<file path="config.mk">
export PLATFORM = sky130hd
export DESIGN_NAME = t_latch_driver
export DESIGN_NICKNAME = d
export VERILOG_FILES = /design/src/rtl/t_latch_pkg.sv /design/src/rtl/t_latch_driver_fifo.sv /design/src/rtl/t_latch_driver.sv
export SDC_FILE = /design/constraint.sdc
export NUM_CORES = 1
export LEC_CHECK = 0
export BUFFER_PORTS_ARGS = -buffer_cell sky130_fd_sc_hd__buf_4
export CORE_UTILIZATION = 60
export DETAILED_ROUTE_END_ITERATION = 7
export PLACE_DENSITY = 0.89
export SLEW_MARGIN = 5
export SYNTH_ARGS = -nofsm -noshare
export SYNTH_HDL_FRONTEND = slang
export SYNTH_SLANG_ARGS = --single-unit
export TNS_END_PERCENT = 100
</file>
<file path="constraint.sdc">
create_clock -name clk -period 5 [get_ports clk]
set_input_delay 0.75 -clock clk [delete_from_list [all_inputs] [get_ports clk]]
set_output_delay 0.75 -clock clk [all_outputs]
set_load 0.03 [all_outputs]
</file>
<file path="src/rtl/t_latch_pkg.sv">
// Shared types and default timing for the T-latch driver.
// Holds the phase FSM encoding and counter sizing helpers.
package t_latch_pkg;

    typedef enum logic [1:0] {
        ST_IDLE,
        ST_SETUP,
        ST_STROBE,
        ST_HOLD
    } state_t;

    localparam int DEF_DEPTH     = 4;
    localparam int DEF_SETUP_CYC = 1;
    localparam int DEF_EN_WIDTH  = 2;
    localparam int DEF_HOLD_CYC  = 1;
    localparam bit DEF_SKIP_NOP  = 1'b1;

    function automatic int max3(input int a, input int b, input int c);
        int m;
        m = a;
        if (b > m) m = b;
        if (c > m) m = c;
        return m;
    endfunction

    // Bits needed to hold a down-count from n-1 to 0.
    function automatic int cnt_bits(input int n);
        return (n <= 2) ? 1 : $clog2(n);
    endfunction

endpackage

</file>
<file path="src/rtl/t_latch_driver_fifo.sv">
// DEPTH x 1-bit FIFO holding target Q levels.
// Extra level bit keeps full and empty distinct.
module t_bit_fifo
    import t_latch_pkg::*;
#(
    parameter int DEPTH = DEF_DEPTH
) (
    input  logic                     clk,
    input  logic                     rst_n,
    input  logic                     clr,
    input  logic                     push,
    input  logic                     push_bit,
    input  logic                     pop,
    output logic                     head,
    output logic                     full,
    output logic                     empty,
    output logic [$clog2(DEPTH):0]   level
);

    localparam int AW = $clog2(DEPTH);
    localparam int LW = AW + 1;

    logic [DEPTH-1:0] mem;
    logic [AW-1:0]    wr_ptr;
    logic [AW-1:0]    rd_ptr;
    logic [LW-1:0]    count;
    logic             do_push;
    logic             do_pop;

    // A full FIFO ignores pushes even when a pop frees a slot this cycle.
    assign do_push = push & ~full;
    assign do_pop  = pop & ~empty;

    assign full  = (count == LW'(DEPTH));
    assign empty = (count == '0);
    assign level = count;
    assign head  = mem[rd_ptr];

    // Storage needs no reset; occupancy tracking decides what is valid.
    always_ff @(posedge clk) begin
        if (do_push && !clr) begin
            mem[wr_ptr] <= push_bit;
        end
    end

    // Pointers wrap naturally since DEPTH is a power of two.
    always_ff @(posedge clk or negedge rst_n) begin
        if (!rst_n) begin
            wr_ptr <= '0;
            rd_ptr <= '0;
            count  <= '0;
        end else if (clr) begin
            wr_ptr <= '0;
            rd_ptr <= '0;
            count  <= '0;
        end else begin
            if (do_push) wr_ptr <= wr_ptr + AW'(1);
            if (do_pop)  rd_ptr <= rd_ptr + AW'(1);
            unique case ({do_push, do_pop})
                2'b10:   count <= count + LW'(1);
                2'b01:   count <= count - LW'(1);
                default: count <= count;
            endcase
        end
    end

endmodule

</file>
<file path="src/rtl/t_latch_driver.sv">
// Drives T/En strobes so a downstream T latch follows a target bit stream.
// Tracks the latch's Q in q_model and only toggles when needed.
module t_latch_driver
    import t_latch_pkg::*;
#(
    parameter int DEPTH     = DEF_DEPTH,
    parameter int SETUP_CYC = DEF_SETUP_CYC,
    parameter int EN_WIDTH  = DEF_EN_WIDTH,
    parameter int HOLD_CYC  = DEF_HOLD_CYC,
    parameter bit SKIP_NOP  = DEF_SKIP_NOP
) (
    input  logic                   clk,
    input  logic                   rst_n,
    input  logic                   in_valid,
    input  logic                   in_bit,
    output logic                   in_ready,
    input  logic                   sync_clr,
    output logic                   t_out,
    output logic                   en_out,
    output logic                   q_model,
    output logic                   busy,
    output logic                   done,
    output logic [$clog2(DEPTH):0] level
);

    localparam int MAXC = max3(SETUP_CYC, EN_WIDTH, HOLD_CYC);
    localparam int CW   = cnt_bits(MAXC);

    localparam logic [CW-1:0] SETUP_LD = CW'(SETUP_CYC - 1);
    localparam logic [CW-1:0] EN_LD    = CW'(EN_WIDTH - 1);
    localparam logic [CW-1:0] HOLD_LD  = CW'(HOLD_CYC - 1);

    state_t        state;
    logic [CW-1:0] cnt;
    logic          head;
    logic          full;
    logic          empty;
    logic          push;
    logic          pop;
    logic          t_next;

    // Flush wins over a same-cycle push.
    assign push     = in_valid & ~full & ~sync_clr;
    assign pop      = (state == ST_IDLE) & ~empty & ~sync_clr;
    assign t_next   = head ^ q_model;
    assign in_ready = rst_n & ~full;
    assign busy     = (state != ST_IDLE);

    t_bit_fifo #(
        .DEPTH(DEPTH)
    ) u_fifo (
        .clk      (clk),
        .rst_n    (rst_n),
        .clr      (sync_clr),
        .push     (push),
        .push_bit (in_bit),
        .pop      (pop),
        .head     (head),
        .full     (full),
        .empty    (empty),
        .level    (level)
    );

    // Phase sequencer; one shared down-counter times every phase.
    always_ff @(posedge clk or negedge rst_n) begin
        if (!rst_n) begin
            state   <= ST_IDLE;
            cnt     <= '0;
            t_out   <= 1'b0;
            en_out  <= 1'b0;
            q_model <= 1'b0;
            done    <= 1'b0;
        end else if (sync_clr) begin
            state   <= ST_IDLE;
            cnt     <= '0;
            t_out   <= 1'b0;
            en_out  <= 1'b0;
            q_model <= 1'b0;
            done    <= 1'b0;
        end else begin
            done <= 1'b0;
            unique case (state)
                ST_IDLE: begin
                    if (pop) begin
                        if (!t_next && SKIP_NOP) begin
                            done <= 1'b1;
                        end else begin
                            t_out <= t_next;
                            cnt   <= SETUP_LD;
                            state <= ST_SETUP;
                        end
                    end
                end
                ST_SETUP: begin
                    if (cnt == '0) begin
                        en_out  <= 1'b1;
                        q_model <= q_model ^ t_out;
                        cnt     <= EN_LD;
                        state   <= ST_STROBE;
                    end else begin
                        cnt <= cnt - CW'(1);
                    end
                end
                ST_STROBE: begin
                    if (cnt == '0) begin
                        en_out <= 1'b0;
                        cnt    <= HOLD_LD;
                        state  <= ST_HOLD;
                    end else begin
                        cnt <= cnt - CW'(1);
                    end
                end
                ST_HOLD: begin
                    if (cnt == '0) begin
                        t_out <= 1'b0;
                        done  <= 1'b1;
                        state <= ST_IDLE;
                    end else begin
                        cnt <= cnt - CW'(1);
                    end
                end
                default: state <= ST_IDLE;
            endcase
        end
    end

endmodule

</file>
# [Yosys cells after proc, flatten, opt, wreduce, memory -nomap -nowiden]
# Cells that the tools add are included.
[word_totals] out_inout_bits=9 in_bits=5 elab_cells=100 register_bits=18
[op_classes] eq_ne=12 reduce_logical=18 magnitude_cmp=3 bitwise=12 n_addsub=5 mux=40
[ops] cell="1-bit two-way mux" n=20
[ops] cell="2-bit two-way mux" n=10
[ops] cell="3-bit inequality test, second input constant" n=4
[ops] cell="3-bit nonzero test" n=3
[ops] cell="2-bit one-hot mux with 4 select lines" n=1
[ops] cell="2-bit nonzero test" n=4
[ops] cell="1-bit bitwise AND" n=7
[ops] cell="2-bit equality test, second input constant" n=3
[ops] cell="2-bit by 3-bit less-than comparator with 1-bit output, second input constant" n=2
[ops] cell="1-bit one-hot mux with 2 select lines" n=3
[ops] cell="3-bit one-hot mux with 2 select lines" n=1
[ops] cell="5-bit AND reduction" n=1
[ops] cell="2-bit by 1-bit adder with 2-bit output, second input constant" n=2
[ops] cell="4-bit bitwise mux" n=1
[ops] cell="2-bit by 1-bit equality test with 1-bit output, second input constant" n=2
[ops] cell="2-bit AND reduction" n=2
[ops] cell="4-bit AND reduction" n=1
[ops] cell="3-bit by 1-bit adder with 3-bit output, second input constant" n=1
[ops] cell="3-bit equality test, second input constant" n=1
[ops] cell="3-bit zero test" n=1
[ops] cell="3-bit two-way mux" n=1
[ops] cell="3-bit by 2-bit inequality test with 1-bit output, second input constant" n=1
[ops] cell="1-bit inverter" n=3
[ops] cell="1-bit one-hot mux with 3 select lines" n=1
[ops] cell="12 further kinds" n=14

# [Longest topological paths before layout]
[logic_depth] depth_word=8 mapped_depth=9 mapped_depth_nobuf=9

# [Cells and area by module]
# Synthesis repeated with hierarchy kept, for this count alone.
[hier_totals] cells_unflattened=116 area_unflattened_um2=1216.2
[by_module_without_submodules] mod="t_bit_fifo" area_each_um2=775.7 cells_each=72 seq_area_each_um2=295.3 n_inst=1
[by_module_without_submodules] mod="t_latch_driver" area_each_um2=440.4 cells_each=44 seq_area_each_um2=175.2 n_inst=1

# [Least setup slack after synthesis]
# OpenSTA, ideal clock, no wires.
[synth_path] kind="flip-flop to flip-flop" from="register u_fifo.count[0], in the netlist u_fifo.level[0]" to="register u_fifo.count[2], in the netlist u_fifo.level[2]" t_arrival_ns=2.106 path_buffers=0 path_slack_ns=2.770 setup_time_ns=0.124 period_less_slack_ns=2.230 required_ns=4.876 path_stages_with_launch=8 path_cell_list="dfrtp_1 o31ai_1 a21o_1 nor2_1 fa_1 a211oi_1 o21ai_0 nor3b_1"
[synth_via] elab_chain_len=8 elab_cells_between_ends=17 classes_between="2 x add/sub; 3 x eq/ne; 2 x mux; 8 x bitwise; 2 x reduce/logical"
[synth_rtl] item="start: declaration" line="t_latch_driver_fifo.sv:26" source="logic [LW-1:0] count;"
[synth_rtl] item="start signal: assignment" line="t_latch_driver_fifo.sv:60" source="2'b10: count <= count + LW'(1);"
[synth_rtl] item="start signal: assignment" line="t_latch_driver_fifo.sv:61" source="2'b01: count <= count - LW'(1);"
[synth_rtl] item="start signal: assignment" line="t_latch_driver_fifo.sv:62" source="default: count <= count;"
[synth_rtl] item="3-bit equality test / 3-bit zero test (equally long branches)" line="t_latch_driver_fifo.sv:34, t_latch_driver_fifo.sv:35"
[synth_rtl] item="1-bit inverter (on tied branches)"
[synth_rtl] item="1-bit bitwise AND (on tied branches) (2 in series)" line="t_latch_driver.sv:43, t_latch_driver.sv:44"
[synth_rtl] item="1-bit bitwise AND (on tied branches)" line="t_latch_driver_fifo.sv:31, t_latch_driver_fifo.sv:32"
[synth_rtl] item="2-bit by 1-bit equality test with 1-bit output / 2-bit equality test (equally long branches)" line="t_latch_driver_fifo.sv:59" source="unique case ({do_push, do_pop})"
[synth_rtl] item="3-bit one-hot mux with 2 select lines" line="t_latch_driver_fifo.sv:59"
[synth_rtl] item="3-bit two-way mux" line="t_latch_driver_fifo.sv:52" source="end else if (clr) begin"
# Parallel ways exist; a longest one is shown, timed or not.
# A chain may end at the register's enable or synchronous reset.

# [Final worst setup path]
# Ends and elaborated chain as after synthesis.

==> results.ini <==
[setup_path]
worst_ep_arrival_time_ns = 2.65
cp_cell_sequence = o31ai_1, a21o_1, nor2_1, fa_1, a211oi_1, o21ai_0, nor3b_1
cp.required_ns = 5.19
crit_fanout = 7
cp-end-kind = flip-flop
slowest_stage = o31ai_1
worstSetupStartpointType = flip-flop
crit_type = reg2reg
slowest_delay_ns = 0.61

[pwr]
power_frac_comb_pct = 56.1
p_leak_nw = 0.552
clock_power_share_pct = 11.9
p_sw_w = 0.000349
vdd_drop_max_v = 0.000496
p_int_w = 0.000404
p_seq_share_pct = 32.0
switching_share_pct = 46.3
power_w = 0.000754
power.density_mw_per_mm2 = 610

[sta]
final_max_slew_viol_count = 0
fin_setup_tns_ns = 0
rsz0062_at_grt = false
fmaxAchievable_mhz = 406
final_hold_viol_count = 0
worst_clock_skew_ns = 0.00261
fin_crit_sh_pct = 49.3
hold_ws_ns = 0.282
setup-violations-final = 0
slew_headroom_pct = 57.1
worstMarginPinSlew_ns = 0.638
min_period_ns = 2.46

[synth]
yosys_warnings = 0
synth_cell_types = 37
async_flop_share_pct = 77.8
ys_seq_area_share_pct = 43.6
synth.ff_latch_count = 18
syn-cell-area_sq_mm = 0.00108
ys.flop_type = dfrtp_1
synth.avg_cell_area_sq_um = 10.8
synthCells = 100
syn_nets = 114
synth_edf_count = 4

[hold_path]
min_path_type = in2async

[clock_network]
cts_buffers = 3
post_cts_resized = 0
clkTransAtPathRegs_ns = 0.10
clk_latency_ns = 0.29
cts_root_buf = clkbuf_4
cts.sinks = 18
htree_levels = 1
cts_setup_buffers = 0
tritoncts = done
cts_buffer_depth = 2
ctsHoldBuffers = 0

[placement]
gp_congestion = 0.776
dp_hpwl_um = 1490
port_buffers = 13

[floorplanning]
core_sq_mm = 0.00159
die_y_um = 44.4
num_rows = 14
ioPinCount = 14
dieWidth_um = 44.4
dieArea_sq_mm = 0.00197
start_util_pct = 67.7

[layout]
n_antenna_cell = 0
mostFrequentLayoutCells = 14 x dfrtp_1, 13 x buf_4, 8 x inv_1, 8 x ha_1, 7 x nor2_1
final_common_cell = dfrtp_1
final_nets = 130
layout-drive-gt1-share_pct = 20.0
area_growth_syn_to_layout_pct = 14.5

[grt]
grt_pass1_wl_um = 3280
grt_max_degree = 17
antenna_found_initial = 0
grt_pass1_vias = 749
grtUsageTotal_pct = 23.2
gr-total-overflow = 0

[routing]
drt_first_pass_iters = 4
wl_um = 1980
num_vias = 804
ant_nets = 0
first_iter_violations = 31
viasPerCell = 5.78
drc_errors = 0
wire_per_inst_um = 14.2

[flow_run]
drv_cap = 0

[run_status]
status = finished clean

power by group through the flow:
stage                      Clock, W  Sequential, W  Combinational, W
after global placement            0       0.000237          0.000405
final                     0.0000896       0.000241          0.000423
after floorplan                   0       0.000275          0.000271
after detailed placement          0       0.000243          0.000416
after CTS                 0.0000911       0.000241          0.000420
after global routing      0.0000968       0.000247          0.000459
worst paths after layout:
path	from	endpoint	slack, ns	cells after the start
setup / recovery	u_fifo.level[0]$_DFFE_PN0P_	u_fifo.level[2]$_DFFE_PN0P_	2.54	7
hold / removal	rst_n	u_fifo.rd_ptr[0]$_DFFE_PN0P_	0.28	1
setup reg to reg	u_fifo.level[0]$_DFFE_PN0P_	u_fifo.level[2]$_DFFE_PN0P_	2.54	7
hold reg to reg	u_fifo.rd_ptr[1]$_DFFE_PN0P_	u_fifo.rd_ptr[1]$_DFFE_PN0P_	0.56	2
max in group asynchronous	rst_n	u_fifo.level[1]$_DFFE_PN0P_	4.55	1
min in group clk	u_fifo.rd_ptr[1]$_DFFE_PN0P_	u_fifo.rd_ptr[1]$_DFFE_PN0P_	0.56	2
worst max-delay path: cells and delay by family, from the launching register on:
| kind | cells | cell delay, ns |
|---|---|---|
| AOI/OAI and AO/OA | 4 | 1.27 |
| adders and majority gates | 1 | 0.38 |
| DFF | 1 | 0.48 |
| and+or+nand+nor | 2 | 0.23 |
flip-flops by register name, summed over array words and instances (netlist names), 2 cells and up:
register and cells:
u_fifo.level 3, u_fifo.mem 4, state 2, u_fifo.wr_ptr 2
u_fifo.rd_ptr 2
cells in the mapped netlist (3+ instances only):
cell	n	share of area, %
edfxtp_1	4	11
nor2_1	7	2.4
inv_1	8	2.8
ha_1	8	9.3
nor3_1	4	1.9
dfrtp_1	14	32
and2_1	5	2.9
nand2_1	5	1.7
o21ai_0	4	1.9
nand3_1	5	2.3
a21oi_1	3	1.4
o211ai_1	3	2.1
per-stage QoR:
stage          instance area [sq um]  utilization [%]  instances  setup WS (ns)
3_5_place_dp                    1200             75.2        135           2.55
5_1_grt                         1230             77.5        139           2.32
6_report                        1230             77.5        139           2.54
2_1_floorplan                   1080                -        100           2.77
4_1_cts                         1230             77.5        139           2.54
3_3_place_gp                    1200             75.2        135           2.82
cells by family (layout without fill, tap and decap cells):
kind of cell | Yosys count | count (layout) | share of synthesized area (%)
and+or+nand+nor | 31 | 31 | 14.7
AOI/OAI and AO/OA | 24 | 24 | 17.8
DFF | 18 | 18 | 43.6
buffers and inverters | 10 | 25 | 3.48
adders and majority gates | 9 | 9 | 11.1
xor gates and xnor gates | 6 | 6 | 6.27
muxes | 2 | 2 | 3.02
routing by layer:
| layer | vias up | global-route usage [%] | part of all wire (%) |
|---|---|---|---|
| met5 | - | 0 | 0 |
| met4 | 0 | 6.06 | 0.46 |
| met3 | 2 | 4.90 | 5.2 |
| met2 | 31 | 38.8 | 51 |
| met1 | 387 | 30.7 | 43 |
| li1 | 384 | - | - |
cell type report:
| type | count | area [sq um] |
|---|---|---|
| multi-input combinational | 72 | 571 |
| sequential | 18 | 470 |
| fill | 107 | 359 |
| timing repair buffer | 13 | 97.6 |
| clock buffer | 4 | 36.3 |
| inverter | 8 | 30.0 |
| tap | 24 | 30.0 |
Power figures use the tool's default switching activity.
